--- config.mk ---
export PLATFORM = sky130hd
export DESIGN_NAME = button_debounce
export DESIGN_NICKNAME = d
export VERILOG_FILES = /design/src/rtl/button_debounce.sv
export SDC_FILE = /design/constraint.sdc
export NUM_CORES = 1
export LEC_CHECK = 0
export ABC_AREA = 0
export BUFFER_PORTS_ARGS = -buffer_cell sky130_fd_sc_hd__buf_2
export CAP_MARGIN = 10
export CORE_AREA = 4 4 99 171
export CTS_BUF_LIST = sky130_fd_sc_hd__clkbuf_4
export CTS_CLUSTER_DIAMETER = 60
export CTS_CLUSTER_SIZE = 24
export DETAILED_ROUTE_END_ITERATION = 10
export DIE_AREA = 0 0 103 175
export GPL_ROUTABILITY_DRIVEN = 0
export SLEW_MARGIN = 0
export SYNTH_ARGS = -nofsm -noshare
export SYNTH_HDL_FRONTEND = slang
export SYNTH_SLANG_ARGS = --single-unit
--- constraint.sdc ---
create_clock -name clk50 -period 10.37 [get_ports clk50]
set_clock_uncertainty 0.05 [all_clocks]
set_input_delay 1.037 -clock clk50 [delete_from_list [all_inputs] [get_ports clk50]]
set_output_delay 1.037 -clock clk50 [all_outputs]
set_load 0.02 [all_outputs]
--- src/rtl/button_debounce.sv ---
// button_debounce: synchronises, debounces and edge-detects up to WIDTH raw
// push-button inputs on the clk50 domain, and keeps a wrapping press counter.
//
// Ports
//   clk50        in   1      system clock, all logic on posedge
//   rst          in   1      synchronous reset, active-high
//   btn_raw      in   WIDTH  asynchronous raw button pins
//   btn_state    out  WIDTH  debounced level, 1 = pressed
//   btn_press    out  WIDTH  1-cycle pulse on debounced 0->1 transition
//   btn_release  out  WIDTH  1-cycle pulse on debounced 1->0 transition
//   press_count  out  8      total debounced presses over all channels, mod 256
module button_debounce #(
    parameter int unsigned WIDTH         = 6,
    parameter int unsigned STABLE_CYCLES = 500000,
    parameter int unsigned ACTIVE_LOW    = 0
) (
    input  logic             clk50,
    input  logic             rst,
    input  logic [WIDTH-1:0] btn_raw,
    output logic [WIDTH-1:0] btn_state,
    output logic [WIDTH-1:0] btn_press,
    output logic [WIDTH-1:0] btn_release,
    output logic [7:0]       press_count
);

    localparam int unsigned      CNT_W    = $clog2(STABLE_CYCLES + 1);
    localparam logic [CNT_W-1:0] CNT_LAST = CNT_W'(STABLE_CYCLES - 1);
    localparam logic [WIDTH-1:0] INV_MASK = (ACTIVE_LOW != 0) ? {WIDTH{1'b1}} : {WIDTH{1'b0}};

    typedef enum logic [1:0] {
        IDLE_LO   = 2'd0,
        SETTLE_HI = 2'd1,
        IDLE_HI   = 2'd2,
        SETTLE_LO = 2'd3
    } deb_state_t;

    logic [WIDTH-1:0] sync_s1;
    logic [WIDTH-1:0] sync_s2;

    deb_state_t       state_q [WIDTH];
    deb_state_t       state_d [WIDTH];
    logic [CNT_W-1:0] cnt_q   [WIDTH];
    logic [CNT_W-1:0] cnt_d   [WIDTH];

    logic [WIDTH-1:0] level_d;
    logic [WIDTH-1:0] press_d;
    logic [WIDTH-1:0] release_d;
    logic [7:0]       count_d;

    // Polarity normalisation followed by a 2-flop synchroniser per bit.
    always_ff @(posedge clk50) begin
        if (rst) begin
            sync_s1 <= '0;
            sync_s2 <= '0;
        end else begin
            sync_s1 <= btn_raw ^ INV_MASK;
            sync_s2 <= sync_s1;
        end
    end

    // Per-channel debounce FSM: a level must differ from btn_state for
    // STABLE_CYCLES consecutive cycles before it is committed.
    always_comb begin
        for (int i = 0; i < WIDTH; i++) begin
            state_d[i]   = state_q[i];
            cnt_d[i]     = cnt_q[i];
            level_d[i]   = btn_state[i];
            press_d[i]   = 1'b0;
            release_d[i] = 1'b0;

            case (state_q[i])
                IDLE_LO, SETTLE_HI: begin
                    if (!sync_s2[i]) begin
                        // Matches committed level: any partial settle is lost.
                        state_d[i] = IDLE_LO;
                        cnt_d[i]   = '0;
                    end else if (cnt_q[i] == CNT_LAST) begin
                        state_d[i] = IDLE_HI;
                        cnt_d[i]   = '0;
                        level_d[i] = 1'b1;
                        press_d[i] = 1'b1;
                    end else begin
                        state_d[i] = SETTLE_HI;
                        cnt_d[i]   = cnt_q[i] + CNT_W'(1);
                    end
                end
                IDLE_HI, SETTLE_LO: begin
                    if (sync_s2[i]) begin
                        state_d[i] = IDLE_HI;
                        cnt_d[i]   = '0;
                    end else if (cnt_q[i] == CNT_LAST) begin
                        state_d[i]   = IDLE_LO;
                        cnt_d[i]     = '0;
                        level_d[i]   = 1'b0;
                        release_d[i] = 1'b1;
                    end else begin
                        state_d[i] = SETTLE_LO;
                        cnt_d[i]   = cnt_q[i] + CNT_W'(1);
                    end
                end
                default: begin
                    state_d[i] = IDLE_LO;
                    cnt_d[i]   = '0;
                    level_d[i] = 1'b0;
                end
            endcase
        end
    end

    // Same-edge presses on several channels are summed into one update.
    always_comb begin
        count_d = press_count;
        for (int i = 0; i < WIDTH; i++) begin
            count_d = count_d + 8'(press_d[i]);
        end
    end

    // State, counters and all outputs registered together.
    always_ff @(posedge clk50) begin
        if (rst) begin
            for (int i = 0; i < WIDTH; i++) begin
                state_q[i] <= IDLE_LO;
                cnt_q[i]   <= '0;
            end
            btn_state   <= '0;
            btn_press   <= '0;
            btn_release <= '0;
            press_count <= '0;
        end else begin
            for (int i = 0; i < WIDTH; i++) begin
                state_q[i] <= state_d[i];
                cnt_q[i]   <= cnt_d[i];
            end
            btn_state   <= level_d;
            btn_press   <= press_d;
            btn_release <= release_d;
            press_count <= count_d;
        end
    end

endmodule
==> impl_metrics.csv <==
group,metric,value,unit
global_route,gr-total-overflow,0,
detailed_routing,vias,5706,
setup_path,worstPathCellList,"or4b_2 -> nor4_1 -> nand3_1 -> nor2_1 -> fa_1 -> fa_1 -> inv_1 -> fa_1 -> inv_1 -> fa_1 -> a21oi_1 -> nand4b_1 -> xor2_1 -> nor2_1",
timing,finalSetupTns,0,ps
detailed_routing,viasPerCell,5.55,
worst_hold_path,min_delay_path_depth,1,
timing,setup_violations,0,
timing,max_slew_margin,0.246,
detailed_routing,avgRoutedWirePerCell,14.3,um
clock_tree,clockRootBuffer,"clkbuf_4",
global_route,grtUsageTotal,0.169,
setup_path,start_kind,"flip-flop",
clock_tree,cts-htree-levels,4,
detailed_routing,drt-total-wl,14.7,mm
global_route,grt_max_degree,58,
floorplanning,core_area,15500,um^2
setup_path,cp_slowest_cell,"or4b_2",
synthesis,synth_warnings,0,
place,port-buffer-count,33,
global_route,grt_pass1_wl,24.9,mm
synthesis,syn_inst,801,
synthesis,synth_nets,822,
global_route,grt_pass1_vias,5538,
setup_path,crit_top_cell,"fa_1",
setup_path,crit_path_max_fanout,7,
setup_path,reg2reg_depth,14,
place,placedCellCount,997,
setup_path,crit_arrival,4460,ps
cells_and_area,fin_cells,1028,
clock_tree,cts_tree,"built",
synthesis,syn-cell-area,7030,um^2
setup_path,slowest_delay,690,ps
synthesis,synth_flop_cell,"dfxtp_1",
pwr,powerDensity,126,nW/um^2
setup_path,cp-end-kind,"flip-flop",
clock_tree,cts.clk_slew.worst_paths,120,ps
floorplanning,ios,34,
synthesis,async_reset_ff_frac,0,
timing,rsz0062_at_grt,"false",
floorplanning,fp.dieW,103,um
synthesis,syn-mean-instance-area,8.77,um^2
cells_and_area,fin_nets,852,
floorplanning,die_area,18000,um^2
timing,tightest_slew,1120,ps
floorplanning,die_h,175,um
clock_tree,postCtsHoldBufs,0,
clock_tree,cts_post_setup_buffers_inserted,0,
timing,final_hold_viol_count,0,
pwr,irDropWorstVdd,61.2,uV
timing,slew_viol_final,0,
timing,hold_ws,401,ps
synthesis,synth_seq_cells,158,
cells_and_area,layout-drive-gt1-share,0.0820,
clock_tree,clkLatencyLatePin,520,ps
synthesis,synth-edff-count,0,
outcome,outcome,"finished clean",
detailed_routing,ant_nets,0,
setup_path,crit_type,"reg2reg",
detailed_routing,drtIter0Drc,227,
timing,period_needed,4120,ps
synthesis,yosysUniqueCellTypes,50,
setup_path,worstPathRequired,10710,ps
global_route,antenna_found_initial,1,
clock_tree,cts_made_buffers,17,
detailed_routing,drtPass1Iterations,5,
clock_tree,cts.sinks,158,
timing,max_freq,243,MHz
detailed_routing,drc_errors,0,
worst_hold_path,hp-class,"reg2reg",
run,max_cap_violations,0,
pwr,leakage,2.31,nW
place,dp_hpwl,10.6,mm
cells_and_area,fill_cells,1528,
timing,post-route-period-util,0.397,
cells_and_area,area_growth,7.71,%
floorplanning,rows,60,
clock_tree,cts.repair.resized,0,
synthesis,ys_seq_area_frac,0.450,
clock_tree,clk_path_buf_depth,2,
floorplanning,start_util,0.454,
==> final timing paths <==
check | endpoint | slack, ps | start
max | press_count[6] | 6250 | cnt_q[0][10]
min | sync_s2[2] | 400 | sync_s1[2]
max reg2reg | press_count[6] | 6250 | cnt_q[0][10]
min reg2reg | sync_s2[2] | 400 | sync_s1[2]
==> critical path, delay by kind of cell (launching register included) <==
family                     cells  cell delay (ps)
AOI/OAI and AO/OA              1              190
and+or+nand+nor                6             1600
adders and majority gates      4             1470
xor gates and xnor gates       1              160
DFF                            1              400
buffers and inverters          2              130
==> power breakdown <==
group	leakage, nW	switching, W	internal (W)	total (W)
combinational	0.913	0.0000150	0.00000777	0.0000228
clock	0.122	0.000198	0.000116	0.000314
sequential	1.28	0.00000395	0.000612	0.000616
==> cells in the mapped netlist (all sizes together) (7+ instances only) <==
master	instances	area share
nand4	35	0.033
ha	9	0.016
o31ai	7	0.0075
xor2	20	0.025
and3	12	0.011
a21oi	21	0.015
nand2b	13	0.012
nand3	48	0.034
o21ai	19	0.014
nor3	35	0.025
dfxtp	158	0.45
clkbuf	22	0.012
nand2	29	0.015
nor4	40	0.036
nor4b	8	0.010
inv	33	0.018
xnor2	73	0.091
nor2b	14	0.012
or3	10	0.0089
nor2	124	0.066
or4	9	0.0096
==> metal layers <==
metal,track usage,share of wire,wire length [um]
met3,0.0455,0.042,617
met2,0.288,0.51,7500
met1,0.196,0.43,6300
met4,0.0719,0.017,247
met5,0,0,0
==> layout make-up <==
type / instances / area [um^2] / share of cell area
clock buffers: 19 / 143 / 0.0188
clock inverters: 10 / 76.3 / 0.0101
repair buffers: 35 / 180 / 0.0238
diodes: 1 / 2.50 / 0.000331
multi-input cells: 586 / 3650 / 0.482
well taps: 186 / 233 / 0.0308
flip-flops and latches: 158 / 3160 / 0.418
inverters: 33 / 124 / 0.0164
==> registers in the layout, summed over array words and instances (netlist names) <==
signal / cells
cnt_q: 114
press_count: 8
btn_press: 6
btn_release: 6
btn_state: 6
state_q: 6
sync_s1: 6
sync_s2: 6
==> cell families (layout without fill, tap and decap cells) <==
| group | Yosys count | after routing | synth area share |
|---|---|---|---|
| AOI/OAI and AO/OA | 68 | 68 | 0.0588 |
| xor gates and xnor gates | 93 | 93 | 0.116 |
| and+or+nand+nor | 406 | 406 | 0.308 |
| other | 0 | 1 | 0 |
| buffers and inverters | 57 | 97 | 0.0308 |
| muxes | 6 | 6 | 0.00873 |
| adders and majority gates | 13 | 13 | 0.0274 |
| DFF | 158 | 158 | 0.450 |
==> metrics by stage <==
step	area (um^2)	setup WS, ps	power [W]	utilization
after global placement	7340	6360	0.000653	0.475
after detailed placement	7340	6260	0.000653	0.475
after floorplan	7030	6610	0.000645	-
after CTS	7560	6230	0.000973	0.489
final	7570	6250	0.000953	0.489
after global routing	7570	5940	0.00100	0.489
==> placed cells by master, fill, tap and decap left out, types with 8 or more instances in the layout <==
cell	instances
or4_1	9
xor2_1	20
nand2b_1	13
nand2_1	29
nor2_1	124
nor2b_1	14
nand4_1	34
ha_1	9
xnor2_1	73
a21oi_1	21
o21ai_0	14
dfxtp_1	158
nor4_1	40
inv_1	33
and3_1	12
clkbuf_4	19
or3_1	10
nor3_1	35
nand3_1	48
nor4b_1	8
buf_2	33
No activity file was read; power rests on OpenSTA's default activity.
